===== config.mk =====
export PLATFORM = sky130hd
export DESIGN_NAME = alu_arbiter
export DESIGN_NICKNAME = d
export VERILOG_FILES = /design/src/rtl/alu_arbiter.sv
export SDC_FILE = /design/constraint.sdc
export NUM_CORES = 1
export LEC_CHECK = 0
export CORE_MARGIN = 4
export CORE_UTILIZATION = 40
export CTS_BUF_LIST = sky130_fd_sc_hd__clkbuf_16
export CTS_CLUSTER_DIAMETER = 80
export CTS_CLUSTER_SIZE = 30
export DETAILED_ROUTE_END_ITERATION = 7
export GPL_TIMING_DRIVEN = 1
export HOLD_SLACK_MARGIN = 0.06
export PLACE_DENSITY = 0.86
export SLEW_MARGIN = 40
export SYNTH_ARGS = -nofsm -noshare
export SYNTH_HDL_FRONTEND = slang
export SYNTH_HIERARCHICAL = 1
export SYNTH_SLANG_ARGS = --single-unit

===== constraint.sdc =====
create_clock -name clk -period 2.5 [get_ports clk]
set_clock_uncertainty 0.15 [all_clocks]
set_input_delay 0.75 -clock clk [delete_from_list [all_inputs] [get_ports clk]]
set_output_delay 0.75 -clock clk [all_outputs]
set_load 0.005 [all_outputs]

===== src/rtl/alu_arbiter.sv =====
// Shares one external ALU among NUM_REQ requesters: IDLE grants and latches operands, EXEC
// captures the result, DONE retires. Define ALU_ARB_ROUND_ROBIN_EN for round-robin arbitration (default: fixed priority).

module alu_arbiter_lane #(
  parameter int WIDTH = 12
) (
  input  logic             sel,
  input  logic [WIDTH-1:0] a,
  input  logic [WIDTH-1:0] b,
  input  logic [2:0]       op,
  output logic [WIDTH-1:0] a_m,
  output logic [WIDTH-1:0] b_m,
  output logic [2:0]       op_m
);
  // Gated contribution to the AND-OR operand mux; at most one lane is selected.
  assign a_m  = sel ? a  : '0;
  assign b_m  = sel ? b  : '0;
  assign op_m = sel ? op : '0;
endmodule

module alu_arbiter #(
  parameter int WIDTH   = 12,
  parameter int NUM_REQ = 4
) (
  input  logic                     clk,
  input  logic                     rst,
  input  logic [NUM_REQ-1:0]       req,
  input  logic [NUM_REQ*WIDTH-1:0] req_a,
  input  logic [NUM_REQ*WIDTH-1:0] req_b,
  input  logic [NUM_REQ*3-1:0]     req_op,
  output logic [NUM_REQ-1:0]       ack,
  output logic [NUM_REQ-1:0]       done,
  output logic signed [WIDTH-1:0]  result,
  output logic                     err,
  output logic signed [WIDTH-1:0]  alu_a,
  output logic signed [WIDTH-1:0]  alu_b,
  output logic [2:0]               alu_op,
  input  logic signed [WIDTH-1:0]  alu_c
);
  localparam int PW = $clog2(NUM_REQ);

  typedef enum logic [1:0] {IDLE, EXEC, DONE} state_t;

  state_t state, state_n;
  logic   grant;
  logic   [NUM_REQ-1:0] gnt, gnt_q;
  logic   [NUM_REQ-1:0][WIDTH-1:0] a_v, b_v, a_m, b_m;
  logic   [NUM_REQ-1:0][2:0] op_v, op_m;
  logic   [WIDTH-1:0] sel_a, sel_b;
  logic   [2:0] sel_op;
  logic   illegal;

  assign a_v  = req_a;
  assign b_v  = req_b;
  assign op_v = req_op;

  // ---------------- winner selection ----------------
`ifdef ALU_ARB_ROUND_ROBIN_EN
  logic [PW-1:0] ptr, win_idx, cand;
  int            idx;

  // First requester strictly after the last winner, wrapping modulo NUM_REQ.
  always_comb begin
    gnt     = '0;
    win_idx = '0;
    cand    = '0;
    idx     = 0;
    for (int k = 1; k <= NUM_REQ; k++) begin
      idx = int'(ptr) + k;
      if (idx >= NUM_REQ) idx = idx - NUM_REQ;
      cand = PW'(idx);
      if (gnt == '0 && req[cand]) begin
        gnt[cand] = 1'b1;
        win_idx   = cand;
      end
    end
  end

  always_ff @(posedge clk) begin
    if (rst)        ptr <= PW'(NUM_REQ-1);
    else if (grant) ptr <= win_idx;
  end
`else
  always_comb begin
    gnt = '0;
    for (int i = NUM_REQ-1; i >= 0; i--) begin
      if (req[i]) begin
        gnt    = '0;
        gnt[i] = 1'b1;
      end
    end
  end
`endif

  // ---------------- operand mux ----------------
  for (genvar i = 0; i < NUM_REQ; i++) begin : g_lane
    alu_arbiter_lane #(.WIDTH(WIDTH)) u_lane (
      .sel  (gnt[i]),
      .a    (a_v[i]),
      .b    (b_v[i]),
      .op   (op_v[i]),
      .a_m  (a_m[i]),
      .b_m  (b_m[i]),
      .op_m (op_m[i])
    );
  end

  always_comb begin
    sel_a  = '0;
    sel_b  = '0;
    sel_op = '0;
    for (int i = 0; i < NUM_REQ; i++) begin
      sel_a  = sel_a  | a_m[i];
      sel_b  = sel_b  | b_m[i];
      sel_op = sel_op | op_m[i];
    end
  end

  // ---------------- control FSM ----------------
  always_ff @(posedge clk) begin
    if (rst) state <= IDLE;
    else     state <= state_n;
  end

  always_comb begin
    state_n = state;
    grant   = 1'b0;
    case (state)
      IDLE: if (|req) begin
        grant   = 1'b1;
        state_n = EXEC;
      end
      EXEC:    state_n = DONE;
      DONE:    state_n = IDLE;
      default: state_n = IDLE;
    endcase
  end

  assign illegal = (alu_op == 3'd7);

  // ---------------- datapath / outputs ----------------
  always_ff @(posedge clk) begin
    if (rst) begin
      ack    <= '0;
      done   <= '0;
      err    <= 1'b0;
      result <= '0;
      alu_a  <= '0;
      alu_b  <= '0;
      alu_op <= '0;
      gnt_q  <= '0;
    end else begin
      case (state)
        IDLE: if (grant) begin
          alu_a  <= sel_a;
          alu_b  <= sel_b;
          alu_op <= sel_op;
          ack    <= gnt;
          gnt_q  <= gnt;
        end
        EXEC: begin
          ack    <= '0;
          done   <= gnt_q;
          err    <= illegal;
          result <= illegal ? '0 : alu_c;
        end
        DONE: begin
          done <= '0;
          err  <= 1'b0;
        end
        default: ;
      endcase
    end
  end
endmodule


* Word-level counts from Yosys, hierarchy flattened
Index checks and enable logic that the tools add are counted.
Cells by class: $mul 0, bitwise operators 9, $add $sub $neg 0, muxes and demuxes 25, shifts and indexed selects 0, reduce and logical (&&, ||, !) cells 6, magnitude comparators 0, divide/modulo/power cells 0, equality and inequality tests 5
Operators by type and width (number):
- 2-to-1 mux 12 bit | 9
- OR 12 bit | 6
- 2-to-1 mux 4 bit | 5
- case mux 4 bit (2 select lines) | 2
- 2-to-1 mux 3 bit | 4
- OR 3 bit | 3
- inequality test 2 bit (second input constant) | 2
- case mux 2 bit (2 select lines) | 1
- AND reduction 2 bit | 2
- nonzero test 2 bit | 2
- OR reduction 4 bit | 1
- == test 3 bit (second input constant) | 1
- == test 2 x 1 -> 1 bit (second input constant) | 1
- == test 2 bit (second input constant) | 1
- zero test 2 bit | 1
- 2-to-1 mux 1 bit | 2
- 2-to-1 mux 2 bit | 1
- case mux 1 bit (2 select lines) | 1
Storage, ports and cells: register bits 54, RAM bits 0, memory bits (read-only) 0, latch bits 0, output and inout port bits 48, bits of input ports 126, memories 0

* Depth between registers and ports, before layout
depth in word-level cells 8, depth in mapped cells 8

* Cells and area by module
The synthesis kept the hierarchy.
Modules (own cells, without submodules):
- alu_arbiter | area an instance 2418.6 um^2, cells an instance 256, times used 1, sequential area each 1081.0 um^2
- alu_arbiter_lane | area an instance 217.7 um^2, cells an instance 29, times used 4, sequential area each 0.0 um^2

* Worst setup path before layout
OpenSTA, ideal clock, no wires.
path type in2reg, from input req[0], to register alu_a[10], stages on the path 6, required time 2.269 ns, data arrival time 1.811 ns, slack 0.458 ns, path through nor3_1 > and2_1 > buf_6 > and2_2 > nor4_1 > a211oi_2
RTL lines:
- start, declared | line 27 | input logic [NUM_REQ-1:0] req,
- end signal, assigned | line 155 | alu_a <= sel_a;
- end, declared | line 35 | output logic signed [WIDTH-1:0] alu_a,

==> impl_metrics.yaml <==
synthesis:
  yosys.area.top_type: "dfxtp_1"
  synth_seq_cells: 54
  synth_top_family_by_area: "simple AND/OR/NAND/NOR gates"
  yosysSeqAreaShare_pct: 32.9
  synthArstFlopShare_pct: 0
  yosys_warnings: 6
  syn_nets: 502
  synth_compound_area_share_pct: 15.9
  synth_edf_count: 0
  synth_top_area_share_pct: 32.9
  synthXorXnorAreaFrac_pct: 0
  syn_avg_cell_area_sq_um: 8.84
  synth_ff_type: "dfxtp_1"
  synth_mux_area_share_pct: 0.913
  synth_area_sq_um: 3290
  synthSimpleGateAreaFrac_pct: 41.8
  synth_cell_type_count: 34
  synth_cells: 372
  synth_fa_ha_area_share_pct: 1.52
  synth_area_leaders: "dfxtp_1 33%, and2_2 19%, a211oi_2 10%, nor4_1 5.1%, and2_1 4.9%"
clock_network:
  root_buffer: "clkbuf_16"
  clk_latency_ps: 290
  cts.sinks: 54
  cts_tree: "done"
  cts_buffers: 5
  cts-htree-levels: 2
  cts_buffer_depth: 2
  cts.clk_slew.worst_paths_ps: 70
setup_path:
  slowest_delay_ps: 600
  cp_slowest_cell: "clkdlybuf4s50_1"
  endpoint: "alu_a[10]$_SDFFE_PP0P_"
  cp.depth: 7
  startpoint: "req[2]"
  r2r_setup_slack_ps: 430
  critPathKind: "input pin to register"
  worstPathRequired_ps: 2510
  worstPathCellList: "clkdlybuf4s50_1, nor3_2, and2_1, buf_12, and2_2, nor4_1, a211oi_2"
  path_max_fanout: 27
  critPathArrivalTime_ps: 2410
  crit_buf_inv: 2
  reg2reg_to: "ack[1]$_SDFFE_PP0P_"
  worst_setup_path_end_kind: "register"
  r2r_cells: 5
  r2r_start: "state[1]$_SDFFE_PP0P_"
  crit_family: "buffers and inverters"
  startpoint_type: "input pin"
placed_design:
  post_dp_cell_area_sq_um: 5190
  pre_cts_ws_ps: -383
  port_buffers: 173
  place.gp.congestion: 0.894
  hpwl_mm: 8.28
final_layout:
  drive_above_1_share_pct: 27.7
  fill_cells: 626
  syn2layout_area_growth_pct: 64.2
  seqCellArea_sq_um: 1080
  n_antenna_cell: 0
  final_cell_mix: "170 x clkdlybuf4s50_1, 84 x and2_2, 54 x dfxtp_1"
  nets: 681
  final_common_cell: "clkdlybuf4s50_1"
  multi_input_area_sq_um: 2020
  fin_area_sq_um: 5400
global_routing:
  grt.total_usage_pct: 20.9
  gr-usage-met1_pct: 23.4
  busiest_layer: "met2"
  grt_pass1_wl_mm: 16.6
  grtUsageMet3_pct: 6.09
  grt_max_degree: 29
  grt_overflow: 0
  gr-usage-met2_pct: 39.1
  grt_pass1_vias: 3409
  antenna_found_initial: 0
detailed_routing:
  firstDrtPassIters: 4
  ant_nets: 0
  drcViolationCount: 0
  wire_per_inst_um: 16.3
  vias_per_cell: 5.09
  drt_iter0_drc: 111
  drt-total-wl_mm: 10.7
  vias: 3328
power:
  power.switching_w: 0.000704
  pwr-share-comb_pct: 32.1
  switching_share_pct: 26.7
  power.leakage_nw: 2.06
  p_int_w: 0.00194
  power_frac_clock_pct: 29.9
  vdd_drop_max_uv: 347
  power.density_nw_per_um2: 489
  seqPwrFrac_pct: 37.9
timing:
  period_minus_slack_ps: 2390
  slew_headroom_pct: 57.4
  worst_pin_slew_ps: 639
  fmaxAchievable_ghz: 0.418
  worst_slack_ps: 107
  rsz0062_at_grt: "false"
  post-route-period-util_pct: 95.7
  hold_viol_final: 0
  setup_violations: 0
  report.final.slew_viol_count: 0
die:
  coreArea_sq_um: 7850
  die_h_um: 98.7
  start_util_pct: 41.9
  die_x_um: 98.7
  dieArea_sq_um: 9740
  ios: 174
  row_count: 32
flow_run:
  maxCapViolCount: 0
worst_hold_path:
  hold_class: "register to register"
run_status:
  outcome: "completed"
power by group through the flow:
stage | logic, W | registers (W) | clock network, W
2_1_floorplan | 0.000393 | 0.00102 | 0
3_3_place_gp | 0.000825 | 0.00102 | 0
3_5_place_dp | 0.000845 | 0.00102 | 0
4_1_cts | 0.000850 | 0.00100 | 0.000805
5_1_grt | 0.000917 | 0.00101 | 0.000840
6_report | 0.000848 | 0.00100 | 0.000791
tightest hold or removal path, cell delays in order, from the launching register on:
cell	delay, ps
dfxtp_1	310
nand2_1	50
a21oi_1	50
metrics by stage:
| stage | total power [W] | instances | setup TNS [ps] | hold slack [ps] | utilization, % |
|---|---|---|---|---|---|
| floorplan | 0.00141 | 372 | 0 | 300 | - |
| global placement | 0.00184 | 646 | -4260 | 294 | 66.1 |
| detailed placement | 0.00187 | 646 | -6130 | 303 | 66.1 |
| CTS | 0.00266 | 654 | 0 | 313 | 68.4 |
| global route | 0.00277 | 654 | 0 | 344 | 68.8 |
| finish | 0.00264 | 654 | 0 | 308 | 68.8 |
synth_stat cells (all sizes together), types with 3 or more instances:
| cell | n |
|---|---|
| nor4 | 27 |
| nor2 | 32 |
| nand3b | 4 |
| a31oi | 3 |
| inv | 4 |
| clkbuf | 9 |
| nand2b | 12 |
| ha | 4 |
| nand2 | 13 |
| a21oi | 20 |
| nand3 | 15 |
| and2 | 110 |
| a211oi | 27 |
| buf | 18 |
| dfxtp | 54 |
| mux2i | 3 |
worst min path at each step:
stage | endpoint | startpoint | cells after the start
global placement | result[0]$_SDFFE_PP0P_ | result[0]$_SDFFE_PP0P_ | 2
finish | result[0]$_SDFFE_PP0P_ | result[0]$_SDFFE_PP0P_ | 2
CTS | result[0]$_SDFFE_PP0P_ | result[0]$_SDFFE_PP0P_ | 2
floorplan | gnt_q[1]$_SDFFE_PP0P_ | gnt_q[1]$_SDFFE_PP0P_ | 2
detailed placement | result[0]$_SDFFE_PP0P_ | result[0]$_SDFFE_PP0P_ | 2
global route | result[3]$_SDFFE_PP0P_ | result[3]$_SDFFE_PP0P_ | 2
kinds of logic (layout without fill, tap and decap cells):
group           count (synthesis)  after routing
simple gates                  222            222
fa+ha+maj                       4              4
flops                          54             54
mux                             3              3
buf+inv                        31            211
compound gates                 58             58
layout make-up:
cell class                 count  area share, %
clock buffer                   5           2.32
clock inverter                 3          0.834
sequential                    54           20.0
timing repair buffer         199           36.8
multi-input combinational    287           37.4
tap                          102           2.36
inverter                       4          0.278
state kept, by name (all words and copies together), names as in the netlist:
register,flops
result,12
alu_op,3
alu_b,12
state,2
alu_a,12
gnt_q,4
done,4
ack,4
err,1
routing by layer:
| metal | wire (um) | up-vias |
|---|---|---|
| met1 | 4220 | 1566 |
| li1 | - | 1639 |
| met5 | 0 | - |
| met4 | 91 | 0 |
| met2 | 5700 | 113 |
| met3 | 680 | 10 |
timing repair:
action | in CTS | in global routing
buffers inserted | 0 | 0
gates resized for setup | 1 | 7
setup endpoints to repair | 1 | 5
hold buffers | 0 | 0
No activity file was read; power rests on OpenSTA's default activity.
